**src/rtl/digota_drv_array.sv**
```systemverilog
// Multi-channel digital OTA output-stage driver.
//
// Each channel decodes its synchronised comparator bits (inp_b, inm_b) and the
// shared output enable into one of five drive states. It then drives the four
// output-stage gates from registers.
//
// Any change between two conducting states passes through OFF first. The OFF
// gap (dead time) lasts max(dead_cyc,1) clock cycles.
//
// Ports:
//   clk, rst_n      block clock, asynchronous active-low reset
//   oe              global output enable (asynchronous, synchronised here)
//   cm_en           enables the common-mode states (quasi-static, not synchronised)
//   dead_cyc        dead-time length in cycles, sampled on dead-time entry
//   inp_b, inm_b    per-channel comparator bits (asynchronous)
//   opmos, cmpmos   PMOS gates, 0 = on
//   onmos, cmnmos   NMOS gates, 1 = on
//   busy            per-channel dead-time indicator
module digota_drv_array #(
  parameter int unsigned NCH         = 4,
  parameter int unsigned SYNC_STAGES = 2,
  parameter int unsigned CNT_W       = 4
) (
  input  logic             clk,
  input  logic             rst_n,
  input  logic             oe,
  input  logic             cm_en,
  input  logic [CNT_W-1:0] dead_cyc,
  input  logic [NCH-1:0]   inp_b,
  input  logic [NCH-1:0]   inm_b,
  output logic [NCH-1:0]   opmos,
  output logic [NCH-1:0]   onmos,
  output logic [NCH-1:0]   cmpmos,
  output logic [NCH-1:0]   cmnmos,
  output logic [NCH-1:0]   busy
);

  typedef enum logic [2:0] {DrvOff, DrvUp, DrvDn, DrvCmp, DrvCmn} drv_e;
  typedef enum logic [0:0] {StActive, StDead} st_e;

  // Gate tuple {opmos, onmos, cmpmos, cmnmos}
  localparam logic [3:0] GateOff = 4'b1010;

  function automatic logic [3:0] gate_of(input drv_e d);
    logic [3:0] g;
    g = GateOff;
    unique case (d)
      DrvUp:   g = 4'b0010;
      DrvDn:   g = 4'b1110;
      DrvCmp:  g = 4'b1000;
      DrvCmn:  g = 4'b1011;
      default: g = GateOff;
    endcase
    return g;
  endfunction

  // Synchroniser chains: index 0 is the capture flop, index SYNC_STAGES-1 is the
  // flop that the decode uses.
  logic [SYNC_STAGES-1:0]          oe_sync;
  logic [SYNC_STAGES-1:0][NCH-1:0] p_sync;
  logic [SYNC_STAGES-1:0][NCH-1:0] m_sync;

  always_ff @(posedge clk or negedge rst_n) begin
    if (!rst_n) begin
      oe_sync <= '0;
      p_sync  <= '0;
      m_sync  <= '0;
    end else begin
      oe_sync <= {oe_sync[SYNC_STAGES-2:0], oe};
      p_sync  <= {p_sync[SYNC_STAGES-2:0], inp_b};
      m_sync  <= {m_sync[SYNC_STAGES-2:0], inm_b};
    end
  end

  logic s_oe;
  assign s_oe = oe_sync[SYNC_STAGES-1];

  for (genvar c = 0; c < NCH; c++) begin : g_ch
    logic             s_p, s_m;
    drv_e             tgt;
    drv_e             cur_q, cur_d;
    st_e              st_q, st_d;
    logic [CNT_W-1:0] cnt_q, cnt_d;
    logic [3:0]       gate_q;
    logic             busy_q;

    assign s_p = p_sync[SYNC_STAGES-1][c];
    assign s_m = m_sync[SYNC_STAGES-1][c];

    always_comb begin
      tgt = DrvOff;
      if (s_oe) begin
        unique case ({s_p, s_m})
          2'b01:   tgt = DrvUp;
          2'b10:   tgt = DrvDn;
          2'b11:   tgt = cm_en ? DrvCmp : DrvOff;
          default: tgt = cm_en ? DrvCmn : DrvOff;
        endcase
      end
    end

    always_comb begin
      st_d  = st_q;
      cur_d = cur_q;
      cnt_d = cnt_q;
      unique case (st_q)
        StActive: begin
          if (tgt != cur_q) begin
            if (cur_q == DrvOff || tgt == DrvOff) begin
              cur_d = tgt;
            end else begin
              // Conducting-to-conducting change: break first, make later.
              cur_d = DrvOff;
              st_d  = StDead;
              cnt_d = (dead_cyc == '0) ? CNT_W'(1) : dead_cyc;
            end
          end
        end
        StDead: begin
          // The counter is not restarted by target changes; the latest target wins at expiry.
          if (cnt_q <= CNT_W'(1)) begin
            cur_d = tgt;
            st_d  = StActive;
            cnt_d = '0;
          end else begin
            cnt_d = cnt_q - CNT_W'(1);
          end
        end
        default: begin
          st_d  = StActive;
          cur_d = DrvOff;
          cnt_d = '0;
        end
      endcase
    end

    always_ff @(posedge clk or negedge rst_n) begin
      if (!rst_n) begin
        st_q   <= StActive;
        cur_q  <= DrvOff;
        cnt_q  <= '0;
        gate_q <= GateOff;
        busy_q <= 1'b0;
      end else begin
        st_q   <= st_d;
        cur_q  <= cur_d;
        cnt_q  <= cnt_d;
        gate_q <= gate_of(cur_d);
        busy_q <= (st_d == StDead);
      end
    end

    assign opmos[c]  = gate_q[3];
    assign onmos[c]  = gate_q[2];
    assign cmpmos[c] = gate_q[1];
    assign cmnmos[c] = gate_q[0];
    assign busy[c]   = busy_q;
  end

endmodule

```
**config.mk**
```make
export PLATFORM = sky130hd
export DESIGN_NAME = digota_drv_array
export DESIGN_NICKNAME = d
export VERILOG_FILES = /design/src/rtl/digota_drv_array.sv
export SDC_FILE = /design/constraint.sdc
export NUM_CORES = 1
export LEC_CHECK = 0
export CORE_ASPECT_RATIO = 2
export CORE_MARGIN = 4
export CORE_UTILIZATION = 55
export CTS_CLUSTER_DIAMETER = 120
export DETAILED_ROUTE_END_ITERATION = 10
export HOLD_SLACK_MARGIN = 0.06
export PLACE_DENSITY_LB_ADDON = 0.1
export SKIP_LAST_GASP = 1
export SLEW_MARGIN = 20
export SYNTH_ARGS = -nofsm -noshare
export SYNTH_HDL_FRONTEND = slang
export SYNTH_SLANG_ARGS = --single-unit
```
**constraint.sdc**
```tcl
create_clock -name clk -period 2.3 [get_ports clk]
set_input_delay 0.69 -clock clk [delete_from_list [all_inputs] [get_ports clk]]
set_output_delay 0.69 -clock clk [all_outputs]
set_load 0.01 [all_outputs]
```
==> out/summary.txt <==
RSZ-0062 raised after global routing - true
Layout area overhead - 31.48%
Clock Skew - 7.186 ps
Setup Fix Bufs, Post-CTS - 0
# diodes - 0
DRT Pass-1 Iters - 4
final worst slack - 28.35 ps
share of cells above drive strength 1 - 0.2178
Tot Pwr - 5.647 mW
P_int - 3.646 mW
GP Congestion - 0.9000
sequential share of the synthesized area - 0.4789
wirelength, routed - 7914 um
CTS tree - yes
switch share - 0.3544
sequential share of power - 0.329
Worst Path Required - 2520 ps
outcome - complete, no violations
fin crit share - 0.9877
flip-flop and latch count after synthesis - 66
FMAX - 440.2 MHz
Max VDD drop - 1.138 mV
CP endpoint kind - flop
Async SR Flop Fraction - 1.000
Skew-Pair Late Insertion Delay - 330 ps
mean area per synthesized cell - 9.999 sq um
Cells after Synth - 347
Hold Path Class - in2async
hold_ws - 294.0 ps
Max Cap Viol - 0
core area - 0.006056 sq mm
adder-cell share of the synthesized area - 0.02885
switching pwr - 2.002 mW
total CTS buffers - 9
mux cell area share after synthesis - 0.03210
Simple-Gate Fraction of Synth Area - 0.2041
I/O pins - 36
Cell Area, Synth - 0.003470 sq mm
Detail Route Antenna Nets - 0
Post-DP HPWL - 5874 um
DR WL/cell - 15.49 um
Initial Util - 0.5729
fillcell total - 438
initial antenna violation count - 0
vias in the first global route - 3011
Reg clk slew, reported paths - 50 ps
WS Path Type - in2reg
Non-Filler Instances - 511
global-route wire length before repair - 13590 um
port bufs - 35
Final Hold Fails - 0
Tmin final - 2272 ps
Compound-Gate Fraction of Synth Area - 0.1879
logic gate share of total power - 0.414
clk buf depth - 2
die height - 120.3 um
all-layer global routing usage - 0.2252
clock sink count - 66
Clock power frac - 0.257
DR vias - 2903
# rows - 40
worst slack, placed - -511.0 ps
max-slew violations - 0
gr ovfl total - 0
crit path DAT - 2490 ps
main combinational cell family by area after synthesis - simple AND/OR/NAND/NOR gates
hold_buf cts - 0
Die W - 64.16 um
Slew headroom - 0.6374
via/cell ratio - 5.681
# H-tree levels - 3
pwr dens - 1238 mW/mm^2
EDFF count, synth - 0
initial drt markers - 152
CP startpoint kind - input pin
Nets - 446
Worst R2R Path Depth - 7
Root Buffer - clkbuf_16
Yosys cell types - 61
xor/xnor cell area share of the yosys netlist - 0.01515
Synth Warn # - 0
die area - 0.007720 sq mm
syn_nets - 371
# DRC - 0
Cells after DPL - 495
worst-margin pin slew - 539.8 ps
Setup violations, final - 0
ys flop type - dfrtp_1
P_leak - 2.002 nW
CP max FO - 8
largest net degree at the start of global routing - 29
-- timing repair --
item	in CTS	in global routing
setup endpoints to repair	30	19
gates resized for setup	5	9
pin swaps	1	0
-- Yosys cell counts (3+ instances only) --
cell / number / area share
a21o_1: 3 / 0.0065
a21oi_1: 13 / 0.019
a221o_1: 3 / 0.0087
a31o_2: 6 / 0.015
a32oi_1: 3 / 0.0076
and3_1: 5 / 0.0090
buf_2: 6 / 0.0087
buf_4: 4 / 0.0087
clkbuf_1: 4 / 0.0043
dfrtp_1: 58 / 0.42
dfstp_2: 8 / 0.061
ha_1: 8 / 0.029
inv_1: 24 / 0.026
mux2i_1: 10 / 0.029
nand2_1: 18 / 0.019
nand2b_1: 9 / 0.016
nand3_1: 8 / 0.012
nand3b_1: 7 / 0.015
nor2_1: 18 / 0.019
nor2b_1: 7 / 0.013
nor3_1: 21 / 0.030
nor3b_1: 6 / 0.013
nor4_1: 3 / 0.0054
o211ai_1: 7 / 0.015
o21a_1: 5 / 0.011
o21ai_0: 16 / 0.023
o31ai_1: 7 / 0.015
o32ai_1: 3 / 0.0076
or3_1: 7 / 0.013
or4_1: 5 / 0.011
xnor2_1: 3 / 0.0076
xor2_1: 3 / 0.0076
-- worst max-delay path: stages --
cell	delay, ps
dlygate4sd2_1	270
buf_4	170
nand2b_1	180
a31o_2	270
a21oi_2	170
nor3_2	110
or4_1	470
and3_1	170
-- through the flow --
step | cell area (sq um) | setup TNS (ps) | utilization
2_1_floorplan | 3483 | 0 | -
3_3_place_gp | 4184 | -15860 | 0.6909
3_5_place_dp | 4184 | -16650 | 0.6909
4_1_cts | 4517 | 0 | 0.7459
5_1_grt | 4562 | -395.5 | 0.7533
6_report | 4562 | 0 | 0.7533
-- state kept, by name, summed over array words and instances (netlist names) --
name / cells
p_sync: 4
g_ch.gate_q: 16
g_ch.s_m: 4
g_ch.cnt_q: 16
g_ch.busy_q: 4
m_sync: 4
oe_sync: 2
g_ch.cur_q: 12
g_ch.s_p: 4
-- power groups by stage --
stage	combinational (mW)	clock [mW]	sequential, mW
global route	2.60	1.54	1.91
detailed placement	2.28	0	1.87
finish	2.34	1.45	1.86
floorplan	1.50	0	1.79
global placement	2.22	0	1.85
CTS	2.32	1.48	1.85
-- per-layer routing --
metal / GRT usage / wire (um)
met3: 0.05297 / 294
met2: 0.4180 / 4476
met4: 0.1086 / 189
met1: 0.2291 / 2954
met5: 0 / 0
-- worst paths after layout --
path / start / to / slack (ps)
worst max-delay path: cm_en / g_ch[0].cnt_q[1] / 30
worst min-delay path: rst_n / g_ch[0].cur_q[1] / 290
worst max register to register: g_ch[2].cnt_q[0] / g_ch[2].gate_q[2] / 200
worst min register to register: oe_sync[0] / oe_sync[1] / 350
max in group asynchronous: rst_n / g_ch[0].s_m / 1380
min in group clk: oe_sync[0] / oe_sync[1] / 350
-- cells in the final DEF (no fill, tap or decap), types with 5 or more instances in the layout --
cell type        instances
clkdlybuf4s50_1         33
nand3b_1                 7
mux2i_1                 10
o211ai_1                 7
o21ai_0                 16
nor3b_1                  5
or3_1                    7
o21a_1                   5
nor3_1                  20
and3_1                   5
buf_4                   42
ha_1                     8
nand2b_1                 9
o31ai_1                  7
dfrtp_1                 58
nand3_1                  8
nand2_1                 18
or4_1                    5
inv_1                   24
clkbuf_16                9
a21oi_1                 11
nor2_1                  18
a31o_2                   6
dfstp_2                  8
nor2b_1                  6
-- cell families (layout without fill, tap and decap cells) --
| kind of cell | after synthesis | in the layout |
|---|---|---|
| compound gates | 90 | 90 |
| buf+inv | 41 | 121 |
| mux | 11 | 11 |
| flops | 66 | 66 |
| fa+ha+maj | 8 | 8 |
| xor+xnor | 6 | 6 |
| simple gates | 125 | 125 |
-- layout make-up --
type / count / area, sq um / area share
multi-input combinational: 240 / 1687 / 0.3697
clock buffer: 11 / 242.7 / 0.05321
inverter: 26 / 97.59 / 0.02139
timing repair buffer: 79 / 690.7 / 0.1514
sequential: 66 / 1662 / 0.3642
clock inverter: 5 / 77.57 / 0.01700
tap: 84 / 105.1 / 0.02304
No activity file was read; power rests on OpenSTA's default activity.
